### src/rtl/lb2apb_pkg.sv
// lb2apb_pkg: shared definitions for the lb -> APB4 bridge.
//   state_e        bridge FSM states (IDLE, SETUP, ACCESS, DONE)
//   PPROT_DEFAULT  constant APB protection attribute
//   TIMEOUT_RDATA  read-data fill pattern returned by an aborted read
//                  (only used when LB2APB_TIMEOUT_EN is defined)
package lb2apb_pkg;

  typedef enum logic [1:0] {
    IDLE,
    SETUP,
    ACCESS,
    DONE
  } state_e;

  localparam logic [2:0]  PPROT_DEFAULT = 3'b000;
  localparam logic [31:0] TIMEOUT_RDATA = 32'hDEADBEEF;

endpackage

### src/rtl/lb2apb.sv
// lb2apb: local-bus responder / APB4 initiator bridge.
// Each lb write or read request becomes exactly one APB transfer; the lb
// side sees a one-cycle lb_wready / lb_rvalid completion pulse. No
// pipelining: at most one transfer every four cycles. Every output is
// driven from a register.
//
// Ports:
//   clk, rst                  clock, asynchronous active-low reset
//   lb_waddr/wdata/wstrb/wen  lb write request (held until lb_wready)
//   lb_wready                 write-complete pulse
//   lb_raddr/ren              lb read request (held until lb_rvalid)
//   lb_rdata/rvalid           read data + read-complete pulse
//   lb_err                    error pulse (only with LB2APB_TIMEOUT_EN)
//   psel/penable/pwrite/paddr/pwdata/pstrb/pprot   APB initiator outputs
//   prdata/pready/pslverr     APB responder inputs
//
// Build option: define LB2APB_TIMEOUT_EN to abort ACCESS phases that last
// TIMEOUT_CYCLES cycles and to report pslverr/timeouts on lb_err.
module lb2apb
  import lb2apb_pkg::*;
#(
  parameter int unsigned ADDR_W         = 16,
  parameter int unsigned DATA_W         = 32,
  parameter int unsigned TIMEOUT_CYCLES = 64,
  localparam int unsigned STRB_W        = DATA_W / 8
) (
  input  logic              clk,
  input  logic              rst,
  input  logic [ADDR_W-1:0] lb_waddr,
  input  logic [DATA_W-1:0] lb_wdata,
  input  logic              lb_wen,
  input  logic [STRB_W-1:0] lb_wstrb,
  output logic              lb_wready,
  input  logic [ADDR_W-1:0] lb_raddr,
  input  logic              lb_ren,
  output logic [DATA_W-1:0] lb_rdata,
  output logic              lb_rvalid,
`ifdef LB2APB_TIMEOUT_EN
  output logic              lb_err,
`endif
  output logic              psel,
  output logic              penable,
  output logic              pwrite,
  output logic [ADDR_W-1:0] paddr,
  output logic [DATA_W-1:0] pwdata,
  output logic [STRB_W-1:0] pstrb,
  output logic [2:0]        pprot,
  input  logic [DATA_W-1:0] prdata,
  input  logic              pready,
  input  logic              pslverr
);

  state_e              state_q, state_d;
  logic                psel_q, psel_d;
  logic                penable_q, penable_d;
  logic                pwrite_q, pwrite_d;
  logic [ADDR_W-1:0]   paddr_q, paddr_d;
  logic [DATA_W-1:0]   pwdata_q, pwdata_d;
  logic [STRB_W-1:0]   pstrb_q, pstrb_d;
  logic                wready_q, wready_d;
  logic                rvalid_q, rvalid_d;
  logic [DATA_W-1:0]   rdata_q, rdata_d;

`ifdef LB2APB_TIMEOUT_EN
  localparam int unsigned CNT_W = $clog2(TIMEOUT_CYCLES + 1);

  // 32'hDEADBEEF replicated across DATA_W, low bits kept for narrow buses.
  function automatic logic [DATA_W-1:0] timeout_fill();
    logic [DATA_W-1:0] v;
    v = '0;
    for (int unsigned i = 0; i < DATA_W; i++) v[i] = TIMEOUT_RDATA[i[4:0]];
    return v;
  endfunction

  localparam logic [DATA_W-1:0] TIMEOUT_FILL = timeout_fill();

  logic [CNT_W-1:0] cnt_q, cnt_d;
  logic             err_q, err_d;
`else
  // Without the timeout option the limit and the error input have no effect.
  localparam int unsigned UNUSED_TIMEOUT_CYCLES = TIMEOUT_CYCLES;
  logic unused_pslverr;
  assign unused_pslverr = pslverr;
`endif

  always_ff @(posedge clk or negedge rst) begin
    if (!rst) begin
      state_q   <= IDLE;
      psel_q    <= 1'b0;
      penable_q <= 1'b0;
      pwrite_q  <= 1'b0;
      paddr_q   <= '0;
      pwdata_q  <= '0;
      pstrb_q   <= '0;
      wready_q  <= 1'b0;
      rvalid_q  <= 1'b0;
      rdata_q   <= '0;
`ifdef LB2APB_TIMEOUT_EN
      cnt_q     <= '0;
      err_q     <= 1'b0;
`endif
    end else begin
      state_q   <= state_d;
      psel_q    <= psel_d;
      penable_q <= penable_d;
      pwrite_q  <= pwrite_d;
      paddr_q   <= paddr_d;
      pwdata_q  <= pwdata_d;
      pstrb_q   <= pstrb_d;
      wready_q  <= wready_d;
      rvalid_q  <= rvalid_d;
      rdata_q   <= rdata_d;
`ifdef LB2APB_TIMEOUT_EN
      cnt_q     <= cnt_d;
      err_q     <= err_d;
`endif
    end
  end

  // APB controls are computed one state ahead so that the registered
  // psel/penable line up with SETUP/ACCESS and drop as DONE is entered.
  always_comb begin
    state_d   = state_q;
    psel_d    = psel_q;
    penable_d = penable_q;
    pwrite_d  = pwrite_q;
    paddr_d   = paddr_q;
    pwdata_d  = pwdata_q;
    pstrb_d   = pstrb_q;
    wready_d  = 1'b0;
    rvalid_d  = 1'b0;
    rdata_d   = '0;
`ifdef LB2APB_TIMEOUT_EN
    cnt_d     = cnt_q;
    err_d     = 1'b0;
`endif
    case (state_q)
      IDLE: begin
        // Write has priority; a concurrent read waits for the next IDLE.
        if (lb_wen) begin
          paddr_d  = lb_waddr;
          pwdata_d = lb_wdata;
          pstrb_d  = lb_wstrb;
          pwrite_d = 1'b1;
          psel_d   = 1'b1;
          state_d  = SETUP;
        end else if (lb_ren) begin
          paddr_d  = lb_raddr;
          pstrb_d  = '0;
          pwrite_d = 1'b0;
          psel_d   = 1'b1;
          state_d  = SETUP;
        end
      end
      SETUP: begin
        penable_d = 1'b1;
        state_d   = ACCESS;
`ifdef LB2APB_TIMEOUT_EN
        cnt_d     = '0;
`endif
      end
      ACCESS: begin
        if (pready) begin
          psel_d    = 1'b0;
          penable_d = 1'b0;
          wready_d  = pwrite_q;
          rvalid_d  = !pwrite_q;
          if (!pwrite_q) rdata_d = prdata;
`ifdef LB2APB_TIMEOUT_EN
          err_d     = pslverr;
`endif
          state_d   = DONE;
        end
`ifdef LB2APB_TIMEOUT_EN
        else begin
          cnt_d = cnt_q + CNT_W'(1);
          if (cnt_d == CNT_W'(TIMEOUT_CYCLES)) begin
            psel_d    = 1'b0;
            penable_d = 1'b0;
            wready_d  = pwrite_q;
            rvalid_d  = !pwrite_q;
            if (!pwrite_q) rdata_d = TIMEOUT_FILL;
            err_d     = 1'b1;
            state_d   = DONE;
          end
        end
`endif
      end
      DONE:    state_d = IDLE;
      default: state_d = IDLE;
    endcase
  end

  assign psel      = psel_q;
  assign penable   = penable_q;
  assign pwrite    = pwrite_q;
  assign paddr     = paddr_q;
  assign pwdata    = pwdata_q;
  assign pstrb     = pstrb_q;
  assign pprot     = PPROT_DEFAULT;
  assign lb_wready = wready_q;
  assign lb_rvalid = rvalid_q;
  assign lb_rdata  = rdata_q;
`ifdef LB2APB_TIMEOUT_EN
  assign lb_err    = err_q;
`endif

endmodule
### config.mk
export PLATFORM = sky130hd
export DESIGN_NAME = lb2apb
export DESIGN_NICKNAME = d
export VERILOG_FILES = /design/src/rtl/lb2apb_pkg.sv /design/src/rtl/lb2apb.sv
export SDC_FILE = /design/constraint.sdc
export NUM_CORES = 1
export LEC_CHECK = 0
export CAP_MARGIN = 40
export CORE_UTILIZATION = 43
export CTS_BUF_LIST = sky130_fd_sc_hd__clkbuf_4
export DETAILED_ROUTE_END_ITERATION = 8
export GPL_ROUTABILITY_DRIVEN = 0
export PLACE_DENSITY = 0.87
export SLEW_MARGIN = 20
export SYNTH_ARGS = -nofsm -noshare
export SYNTH_HDL_FRONTEND = slang
export SYNTH_SLANG_ARGS = --single-unit
### constraint.sdc
create_clock -name clk -period 3.3 [get_ports clk]
set_clock_uncertainty 0.2 [all_clocks]
set_input_delay 0.66 -clock clk [delete_from_list [all_inputs] [get_ports clk]]
set_output_delay 0.66 -clock clk [all_outputs]
set_load 0.1 [all_outputs]
After elaboration in Yosys (flattened, before gate mapping)
Cells that the tools add are included.
{"block": "totals", "register_bits": 91, "in_bits": 106, "wordCells": 47}
{"block": "classes", "eq_ne": 5, "muxes": 22, "n_reduce_logical": 10}
{"operator": "2-to-1 mux 32 bit", "count": 3}
{"operator": "2-to-1 mux 16 bit", "count": 2}
{"operator": "2-to-1 mux 1 bit", "count": 9}
{"operator": "2-to-1 mux 4 bit", "count": 2}
{"operator": "case mux 2 bit (4 select lines)", "count": 1}
{"operator": "AND reduction 2 bit", "count": 4}
{"operator": "2-to-1 mux 2 bit", "count": 3}
{"operator": "nonzero test 2 bit", "count": 3}
{"operator": "== test 2 bit (second input constant)", "count": 2}
{"operator": "case mux 1 bit (2 select lines)", "count": 2}
{"operator": "!= test 3 bit (second input constant)", "count": 1}
{"operator": "AND reduction 3 bit", "count": 1}
{"operator": "== test 2 x 1 -> 1 bit (second input constant)", "count": 1}
{"operator": "zero test 2 bit", "count": 1}
{"operator": "!= test 2 bit (second input constant)", "count": 1}
{"operator": "zero test 1 bit", "count": 1}

Depth between registers and ports, before layout
Gate-level depths: netlist (run 1).
{"block": "depth", "depth_word": 3, "mapped_depth": 6, "ltp_nobuf": 5}

Worst setup path before layout (run 1)
OpenSTA, ideal clock, no wires.
{"block": "synth_timing", "kind": "reg2out", "start": "register pwrite_q (netlist: pwrite)", "end": "output port pwrite", "arrival_time_ns": 0.934, "required_ns": 2.440, "path_slack_ns": 1.506, "stages_incl_launch_ff": 1, "n_path_buf": 0, "path_cell_list": "dfrtp_1"}
{"element": "start, declared", "line": "lb2apb.sv:56", "rtl": "logic pwrite_q, pwrite_d;"}
{"element": "start signal, assigned", "line": "lb2apb.sv:106", "rtl": "pwrite_q <= pwrite_d;"}
{"element": "end, declared", "line": "lb2apb.sv:43", "rtl": "output logic pwrite,"}
No word-level cell between the ends.

Final worst setup path (run 1)
{"block": "layout_timing", "start": "input port lb_wen", "end": "register paddr_q[2] (netlist: paddr[2])"}
{"block": "layout_via", "elab_chain_len": 2, "elab_cells_between_ends": 3, "classes_between": "mux: 1; reduce/logical: 2"}
{"element": "start, declared", "line": "lb2apb.sv:31", "rtl": "input logic lb_wen,"}
{"element": "nonzero test 2 bit (no source line)"}
{"element": "AND reduction 2 bit (no source line)"}
{"element": "end signal, assigned", "line": "lb2apb.sv:107", "rtl": "paddr_q <= paddr_d;"}
{"element": "end, declared", "line": "lb2apb.sv:57", "rtl": "logic [ADDR_W-1:0] paddr_q, paddr_d;"}
Parallel ways exist; a longest one is shown, timed or not.
A chain may end at the register's enable or synchronous reset.

==> results.sh, run 1 <==
export IMPL_fin_util=0.672
export IMPL_whs_ns=0.0822
export IMPL_grt_use_met3=0.0539
export IMPL_dr_pass1_iters=5
export IMPL_synthMuxAreaShare=0.180
export IMPL_critPathMaxFanout=37
export IMPL_cp_cell_sequence="clkdlybuf4s50_1, o21ai_4, o21ai_0"
export IMPL_cts_resized=0
export IMPL_pin_count=198
export IMPL_setup_viol=0
export IMPL_antennaDiodeCount=0
export IMPL_worstSkewPairLatency_ns=0.41
export IMPL_cp_buffers_inverters=1
export IMPL_ant_nets=0
export IMPL_yosysUniqueCellTypes=30
export IMPL_fillers=623
export IMPL_slowest_delay_ns=0.74
export IMPL_grtUsageMet2=0.321
export IMPL_end_kind="flop"
export IMPL_grt_max_degree=59
export IMPL_dp_hpwl_um=6070
export IMPL_synth_top_family_by_area="multiplexers"
export IMPL_synth_seq_cells=91
export IMPL_num_vias=2603
export IMPL_final_hold_viol_count=0
export IMPL_die_w_um=94.5
export IMPL_synth_cells=255
export IMPL_die_h_um=94.5
export IMPL_wl_per_cell_um=14.6
export IMPL_slew_headroom=0.491
export IMPL_critPathTopFamily="compound AO/OA/AOI/OAI gates"
export IMPL_cts_buffer_depth=2
export IMPL_slew_viol_final=0
export IMPL_worstSetupPathType="primary input to flop"
export IMPL_synth_xor_area_frac=0
export IMPL_start_util=0.445
export IMPL_cts_tree="done"
export IMPL_track_usage=0.184
export IMPL_drtIter0Drc=77
export IMPL_wl_um=8140
export IMPL_flow_area_growth_from_synthesis_pct=50.9
export IMPL_fin_crit_sh=0.688
export IMPL_die_area_um2=8930
export IMPL_grt_pass1_wl_um=12500
export IMPL_clk_root_buffer_cell="clkbuf_4"
export IMPL_status="finished clean"
export IMPL_finalNetCount=559
export IMPL_clock_sinks=91
export IMPL_yosys_warnings=0
export IMPL_start_kind="primary input"
export IMPL_drive_gt1_frac=0.321
export IMPL_grt_pass1_vias=2692
export IMPL_yosysSeqAreaShare=0.619
export IMPL_cts_max_level=3
export IMPL_syn_area_per_cell_um2=14.4
export IMPL_port_buffers=193
export IMPL_required_ns=3.36
export IMPL_synthSimpleGateAreaFrac=0.0966
export IMPL_worst_pin_slew_ns=0.761
export IMPL_fin_crit_ns=2.27
export IMPL_hp_class="primary input to asynchronous set/reset pin"
export IMPL_met1_usage=0.208
export IMPL_crit_slowest_cell="o21ai_4"
export IMPL_clock_fmax_mhz=440
export IMPL_cp_data_arrival_time_ns=2.33
export IMPL_rows=33
export IMPL_cap_violations=0
export IMPL_design_core_area_um2=8260
export IMPL_synth_fa_ha_area_frac=0.0170
export IMPL_cts_inserted_buffers=9
export IMPL_synth_compound_area_share=0.0446
export IMPL_postCtsHoldBufs=0
export IMPL_busiest_layer="met2"
export IMPL_clk_pin_slew_worst_paths_ns=0.15
export IMPL_post_cts_buffers=0
export IMPL_fin_setup_tns_ns=0
export IMPL_antenna_found_initial=0
export IMPL_drt_drc_violations_left=0
export IMPL_vias_per_cell=4.67
export IMPL_rsz0062_at_grt="no"
export IMPL_syn_area_um2=3680
export IMPL_grt_ovfl_total=0
cell type report:
type	instances	area (um2)	share of cell area
Clock buffer	10	75.1	0.0135
Multi-Input combinational cell	148	1250	0.226
Timing Repair Buffer	196	1740	0.314
Inverter	2	7.51	0.00135
Clock inverter	5	62.6	0.0113
Tap cell	105	131	0.0237
Sequential cell	91	2280	0.410
layer usage:
| layer | part of all wire | up-vias | routed length [um] |
|---|---|---|---|
| li1 | - | 1236 | - |
| met2 | 0.50 | 117 | 4070 |
| met5 | 0 | - | 0 |
| met3 | 0.081 | 19 | 662 |
| met1 | 0.40 | 1231 | 3230 |
| met4 | 0.022 | 0 | 180 |
through the flow:
step	instance area, um2	cells	setup slack [ns]
2_1_floorplan	3690	257	1.51
5_1_grt	5550	557	0.930
3_5_place_dp	5410	542	0.572
3_3_place_gp	5410	542	0.653
6_report	5550	557	1.03
4_1_cts	5550	557	1.04
worst paths after layout:
kind / startpoint / endpoint / slack (ns) / cells past startpoint
max: lb_wen / paddr[2] / 1.03 / 3
min: rst / pwdata[6] / 0.08 / 1
min in group clk: paddr[12] / paddr[12] / 0.29 / 2
max reg2reg: state_q[0] / pwdata[24] / 1.14 / 4
max in group asynchronous: rst / pwdata[24] / 2.15 / 2
min reg2reg: paddr[12] / paddr[12] / 0.29 / 2
flip-flops by register name, indices dropped and copies added, names as in the netlist:
register and count:
lb_rvalid 1, paddr 16, lb_rdata 32, pstrb 4
pwrite 1, pwdata 32, penable 1, psel 1
state_q 2, lb_wready 1
cell families after synthesis:
kind of cell / after synthesis
AO/OA/AOI/OAI: 26
buffers and inverters: 18
flip-flops: 91
multiplexers: 51
AND/OR/NAND/NOR: 63
adder cells (fa/ha/maj): 5
other: 1
worst register-to-register path: cells and delay by family, from the launching register on:
| kind | cells | cell delay (ns) |
|---|---|---|
| adder cells (fa/ha/maj) | 1 | 0.54 |
| buffers and inverters | 1 | 0.15 |
| flip-flops | 1 | 0.42 |
| multiplexers | 1 | 0.43 |
| AND/OR/NAND/NOR | 1 | 0.31 |
layout by cell type, fill, tap and decap left out, types with 2 or more instances in the layout:
cell             instances
clkdlybuf4s50_1        103
buf_4                   92
dfrtp_1                 91
and2_1                  32
mux2_4                  29
nand2_1                 20
mux2i_1                 18
o21ai_0                 15
clkbuf_4                10
ha_1                     5
mux2_2                   4
a32o_1                   4
a21oi_1                  3
conb_1                   3
inv_1                    2
o21ai_1                  2
nor2_1                   2
clkinvlp_4               2
cells in the mapped netlist:
cell / count / area share
a21oi_1: 3 / 0.0041
and3_1: 1 / 0.0017
nand2_1: 20 / 0.020
nor3b_1: 1 / 0.0020
or2_2: 1 / 0.0017
nor4_1: 1 / 0.0017
a32o_1: 4 / 0.011
o21ai_0: 15 / 0.020
and2_1: 32 / 0.054
buf_4: 4 / 0.0082
mux2_2: 4 / 0.012
ha_1: 5 / 0.017
buf_6: 2 / 0.0061
mux2_4: 29 / 0.12
nand2_8: 1 / 0.0054
o21ai_4: 1 / 0.0044
buf_12: 3 / 0.016
nor2b_1: 1 / 0.0017
buf_2: 4 / 0.0054
dfrtp_1: 91 / 0.62
inv_1: 2 / 0.0020
clkbuf_2: 3 / 0.0041
mux2i_1: 18 / 0.049
nand3_1: 1 / 0.0014
nor4b_1: 1 / 0.0024
o21ai_1: 2 / 0.0027
nor2_1: 2 / 0.0020
o211ai_1: 1 / 0.0020
nor2_2: 1 / 0.0017
conb_1: 1 / 0.0010
Power of run 1 is not shown: default switching activity piles up to over one toggle a cycle in this logic, so the estimate is an artifact.
==> run 2: changes to the inputs <==
--- a/config.mk
+++ b/config.mk
@@ -6,11 +6,11 @@
 export NUM_CORES = 1
 export LEC_CHECK = 0
 export CAP_MARGIN = 40
-export CORE_UTILIZATION = 43
+export CORE_UTILIZATION = 36
 export CTS_BUF_LIST = sky130_fd_sc_hd__clkbuf_4
 export DETAILED_ROUTE_END_ITERATION = 8
 export GPL_ROUTABILITY_DRIVEN = 0
-export PLACE_DENSITY = 0.87
+export PLACE_DENSITY = 0.78
 export SLEW_MARGIN = 20
 export SYNTH_ARGS = -nofsm -noshare
 export SYNTH_HDL_FRONTEND = slang
==> constraint.sdc (replaced) <==
create_clock -name clk -period 1.8 [get_ports clk]
set_clock_uncertainty 0.2 [all_clocks]
set_input_delay 0.36 -clock clk [delete_from_list [all_inputs] [get_ports clk]]
set_output_delay 0.36 -clock clk [all_outputs]
set_load 0.1 [all_outputs]
==> run 2 against run 1 <==
  * Non-clock buffer count rose by 19
  * Setup slack got worse by 0.94 ns
  * Register-to-register slack worse by 1.1 ns
  * Die area up 19%
  * Final cell count is 8.6% higher
  * Critical path depth grew 3
  * Hold slack improved by 0.19 ns
  * Final area is 26% higher
  * Global-route usage increased by 0.27 points
  * Routed wire length rose by 20%
==> results.sh, run 2 (same netlist as run 1, synthesis figures left out) <==
export IMPL_status="finished clean"
export IMPL_cts_buffer_depth=2
export IMPL_slew_viol_final=0
export IMPL_worstHoldStart="prdata[20]"
export IMPL_clk_pin_slew_worst_paths_ns=0.14
export IMPL_final_hold_viol_count=0
export IMPL_wl_um=9740
export IMPL_dr_pass1_iters=4
export IMPL_flow_area_growth_from_synthesis_pct=89.4
export IMPL_crit_slowest_cell="dfrtp_1"
export IMPL_grt_max_degree=92
export IMPL_drtIter0Drc=93
export IMPL_end_kind="flop"
export IMPL_rrSetupSlack_ns=0.09
export IMPL_antenna_found_initial=0
export IMPL_wl_per_cell_um=16.1
export IMPL_fin_setup_tns_ns=0
export IMPL_clk_root_buffer_cell="clkbuf_4"
export IMPL_start_kind="flop"
export IMPL_clock_sinks=91
export IMPL_required_ns=1.93
export IMPL_fin_crit_ns=1.71
export IMPL_regArea_um2=2280
export IMPL_grt_pass1_wl_um=14600
export IMPL_rr_endpoint="psel"
export IMPL_r2r_cells=6
export IMPL_cts_inserted_buffers=9
export IMPL_hold_path_endpoint="lb_rdata[20]"
export IMPL_final_common_cell="clkdlybuf4s50_1"
export IMPL_port_buffers=193
export IMPL_crit_reg2reg_launch="state_q[1]"
export IMPL_critPathMaxFanout=9
export IMPL_cp_cell_sequence="inv_1, ha_2, buf_4, or2_2, a21oi_1, nor4_1"
export IMPL_dp_hpwl_um=7440
export IMPL_rsz0062_at_grt="yes"
export IMPL_clock_fmax_mhz=585
export IMPL_die_w_um=103
export IMPL_design_core_area_um2=9820
export IMPL_hold_path_depth=2
export IMPL_die_h_um=103
export IMPL_worstSkewPairLatency_ns=0.41
export IMPL_fin_crit_sh=0.950
export IMPL_pin_count=198
export IMPL_final_cell_mix="clkdlybuf4s50_1, buf_12, dfrtp_1, and2_1, mux2_4"
export IMPL_num_vias=2737
export IMPL_rows=36
export IMPL_cts_max_level=3
export IMPL_finalNetCount=578
export IMPL_multi_input_area_um2=1260
export IMPL_worstSetupPathType="flop to flop"
export IMPL_grt_ovfl_total=0
export IMPL_ant_nets=0
export IMPL_track_usage=0.187
export IMPL_drive_gt1_frac=0.354
export IMPL_slowest_delay_ns=0.41
export IMPL_die_area_um2=10600
export IMPL_fillers=668
export IMPL_vias_per_cell=4.52
export IMPL_antennaDiodeCount=0
export IMPL_fin_cells=605
export IMPL_hp_class="primary input to flop"
export IMPL_start_util=0.375
export IMPL_cts_tree="done"
export IMPL_dp_cells=588
export IMPL_cp_data_arrival_time_ns=1.84
export IMPL_drt_drc_violations_left=0
export IMPL_cap_violations=0
export IMPL_timing_critical_path_from="state_q[1]"
export IMPL_setup_viol=0
export IMPL_grt_pass1_vias=2910
run 2: final cells by class:
class,instances,area share
Sequential cell,91,0.327
Multi-Input combinational cell,148,0.181
Inverter,2,0.00108
Tap cell,133,0.0239
Clock inverter,4,0.0142
Timing Repair Buffer,215,0.440
Clock buffer,12,0.0129
run 2: per-layer routing:
metal / global-route usage / wire, um
met1: 0.211 / 3710
met2: 0.330 / 5250
met3: 0.0556 / 555
met4: 0.0769 / 225
met5: 0 / 0
run 2: worst max-delay path: cells and delay by family, from the launching register on:
family          cells  cell delay [ns]
buf+inv             2             0.30
fa+ha+maj           1             0.27
compound gates      1             0.06
flops               1             0.41
simple gates        2             0.39
run 2: repair_timing:
item                                    CTS  global route
buffers inserted                          0             0
hold endpoints to repair                 91             0
hold buffers                              1             0
gates resized for setup                   0             3
endpoints found under the setup margin    0            53
run 2: worst max-delay path by stage:
stage	end	cells past startpoint
global placement	state_q[1]	5
CTS	psel	6
finish	psel	6
global route	psel	6
detailed placement	paddr[11]	5
floorplan	psel	3
run 2: through the flow:
step	setup slack (ns)	utilization	cell area, um2	hold WS (ns)
floorplan	0.0485	-	3690	-0.136
global placement	-0.161	0.688	6760	0.242
detailed placement	-0.172	0.688	6760	0.249
CTS	0.00708	0.708	6960	0.225
global route	-0.0260	0.709	6970	0.216
finish	0.0900	0.709	6970	0.267
Power of run 2 is left out for the same reason.
==> variant, RTL diff (flow settings as in run 2) <==
The parameter `ADDR_W` goes from 16 to 15.
--- a/src/rtl/lb2apb.sv
+++ b/src/rtl/lb2apb.sv
@@ -21,3 +21,3 @@
 #(
-  parameter int unsigned ADDR_W         = 16,
+  parameter int unsigned ADDR_W         = 15,
   parameter int unsigned DATA_W         = 32,
Ports: changed (resized lb_raddr, lb_waddr and paddr); port bits go from 198 to 195. The function was not compared with the original's and may differ.
==> variant against run 2 <==
  * Sequential cell count decreased by 1
  * Via count fell by 3.0%
  * First-iteration DRC count is 34% lower
  * Design area is 1.5% lower
  * Synthesized area is 1.1% lower
  * Worst setup slack better by 0.0064 ns
  * Global-route usage about the same
  * Synthesized cell count down 1.6%
  * Wire length decreased by 1.8%
  * Critical path type is now reg -> out
  * Highest routed layer unchanged
Power is left out: the tool's default activity adds up to more than one toggle a clock period on the data nets, which glitch-free logic cannot reach.
==> variant: results (changes against run 2) <==
GRT Max-Usage Layer=met2; H-tree depth=3 (unchanged); M3 GR Usage=0.0420 (-0.0136); uppermost layer routed=met4; vias=2654 (-3.0%); Nets=565 (-2.2%); HPWL after DPL=7610 um (+2.3%); Worst R2R Path Depth=5 (-1); number of setup buffers added after CTS=0 (unchanged); crit-path max cell delay=0.52 ns (+0.11 ns); GR Util met2=0.342 (+0.0118); most frequent cells after synthesis=90 x dfrtp_1, 32 x and2_1, 29 x mux2_4; wire length per cell=16.1 um (about the same); Synth cell types=31 (+3.3%); Synth area leaders=dfrtp_1 62%, mux2_4 12%, and2_1 5.5%, mux2i_1 4.7%, o21ai_0 2.1%; placed cells=577 (-1.9%); GRT Total Usage=0.187 (+0.000291); Hold Path Class=in -> async; CTS clk-pin slew, worst paths=0.16 ns (+0.02 ns); largest net degree at the start of global routing=35 (-62%); FF-to-FF setup slack=0.12 ns (+0.03 ns); cts bufs inserted=9 (unchanged); CTS max path bufs=2 (unchanged); diodes inserted=0 (unchanged); met1 wire length=3570 um (-3.8%); sequential-to-total area share from yosys stat=0.619 (about the same); Critical R2R Capture=state_q[1]; layout cell share with drive strength beyond 1=0.354 (about the same); final wirelength=9560 um (-1.8%); vias in the first global route=2857 (-1.8%); CP arrival=1.14 ns (-0.70 ns); Worst setup endpoint=pwrite; First DRT Iteration DRCs=61 (-34%); PortBufs=190 (-1.6%); Worst Setup SP=pwrite; met2 routed WL=5300 um (+0.95%); mean area per synthesized cell=14.5 um2 (+0.49%); met3 wire length=579 um (+4.3%); GRT met1 Usage=0.215 (+0.00352); outcome=complete, no violations; global-route wire length before repair=14700 um (+0.47%); Worst Path Max Fanout=4 (-5)
[variant: cell count changes after synthesis, sizes merged]
cell   change
dfrtp      -1
mux2i      -1
nand2      -1
o21ai      -1
[variant: worst min path at each step]
stage	slack, ns	endpoint	from
after floorplan	-0.14	lb_rdata[0]	rst
after global placement	0.08	pwdata[11]	rst
after detailed placement	0.1	lb_rdata[23]	rst
after CTS	0.15	lb_rdata[23]	rst
after global routing	0.16	lb_rdata[19]	rst
final	0.17	lb_rdata[23]	rst
[variant: worst reg2reg max path: cells and delay by family, from the launching register on]
kind / cells / cell delay, ns
adder cells (fa/ha/maj): 1 / 0.21
AO/OA/AOI/OAI: 1 / 0.14
buffers and inverters: 2 / 0.27
multiplexers: 1 / 0.35
flip-flops: 1 / 0.42
[variant: logic make-up (layout without fill, tap and decap cells)]
group           count (synthesis)  count (layout)  synth area share
mux                            50              50             0.179
compound gates                 25              25            0.0447
fa+ha+maj                       5               5            0.0172
buf+inv                        18             226            0.0426
other cells                     1               3           0.00103
simple gates                   62              62            0.0966
flops                          90              90             0.619
[variant: what timing repair did]
item	in CTS	in global routing
gates resized for setup	1	3
endpoints found under the hold margin	90	0
setup endpoints to repair	25	48
hold buffers	1	0
[variant: through the flow]
stage | setup WS (ns) | hold slack, ns | cell area [um2]
2_1_floorplan | 0.0485 | -0.136 | 3650
3_3_place_gp | -0.130 | 0.0833 | 6670
3_5_place_dp | -0.140 | 0.0991 | 6670
4_1_cts | 0.0334 | 0.147 | 6850
5_1_grt | 0.0210 | 0.162 | 6860
6_report | 0.0964 | 0.171 | 6860
[variant: cell type report]
class                      count  share of cell area
clock buffer                   9             0.00984
timing repair buffer         208               0.440
tap                          133              0.0242
multi-input combinational    145               0.183
inverter                       2             0.00109
clock inverter                 7              0.0144
sequential                    90               0.328
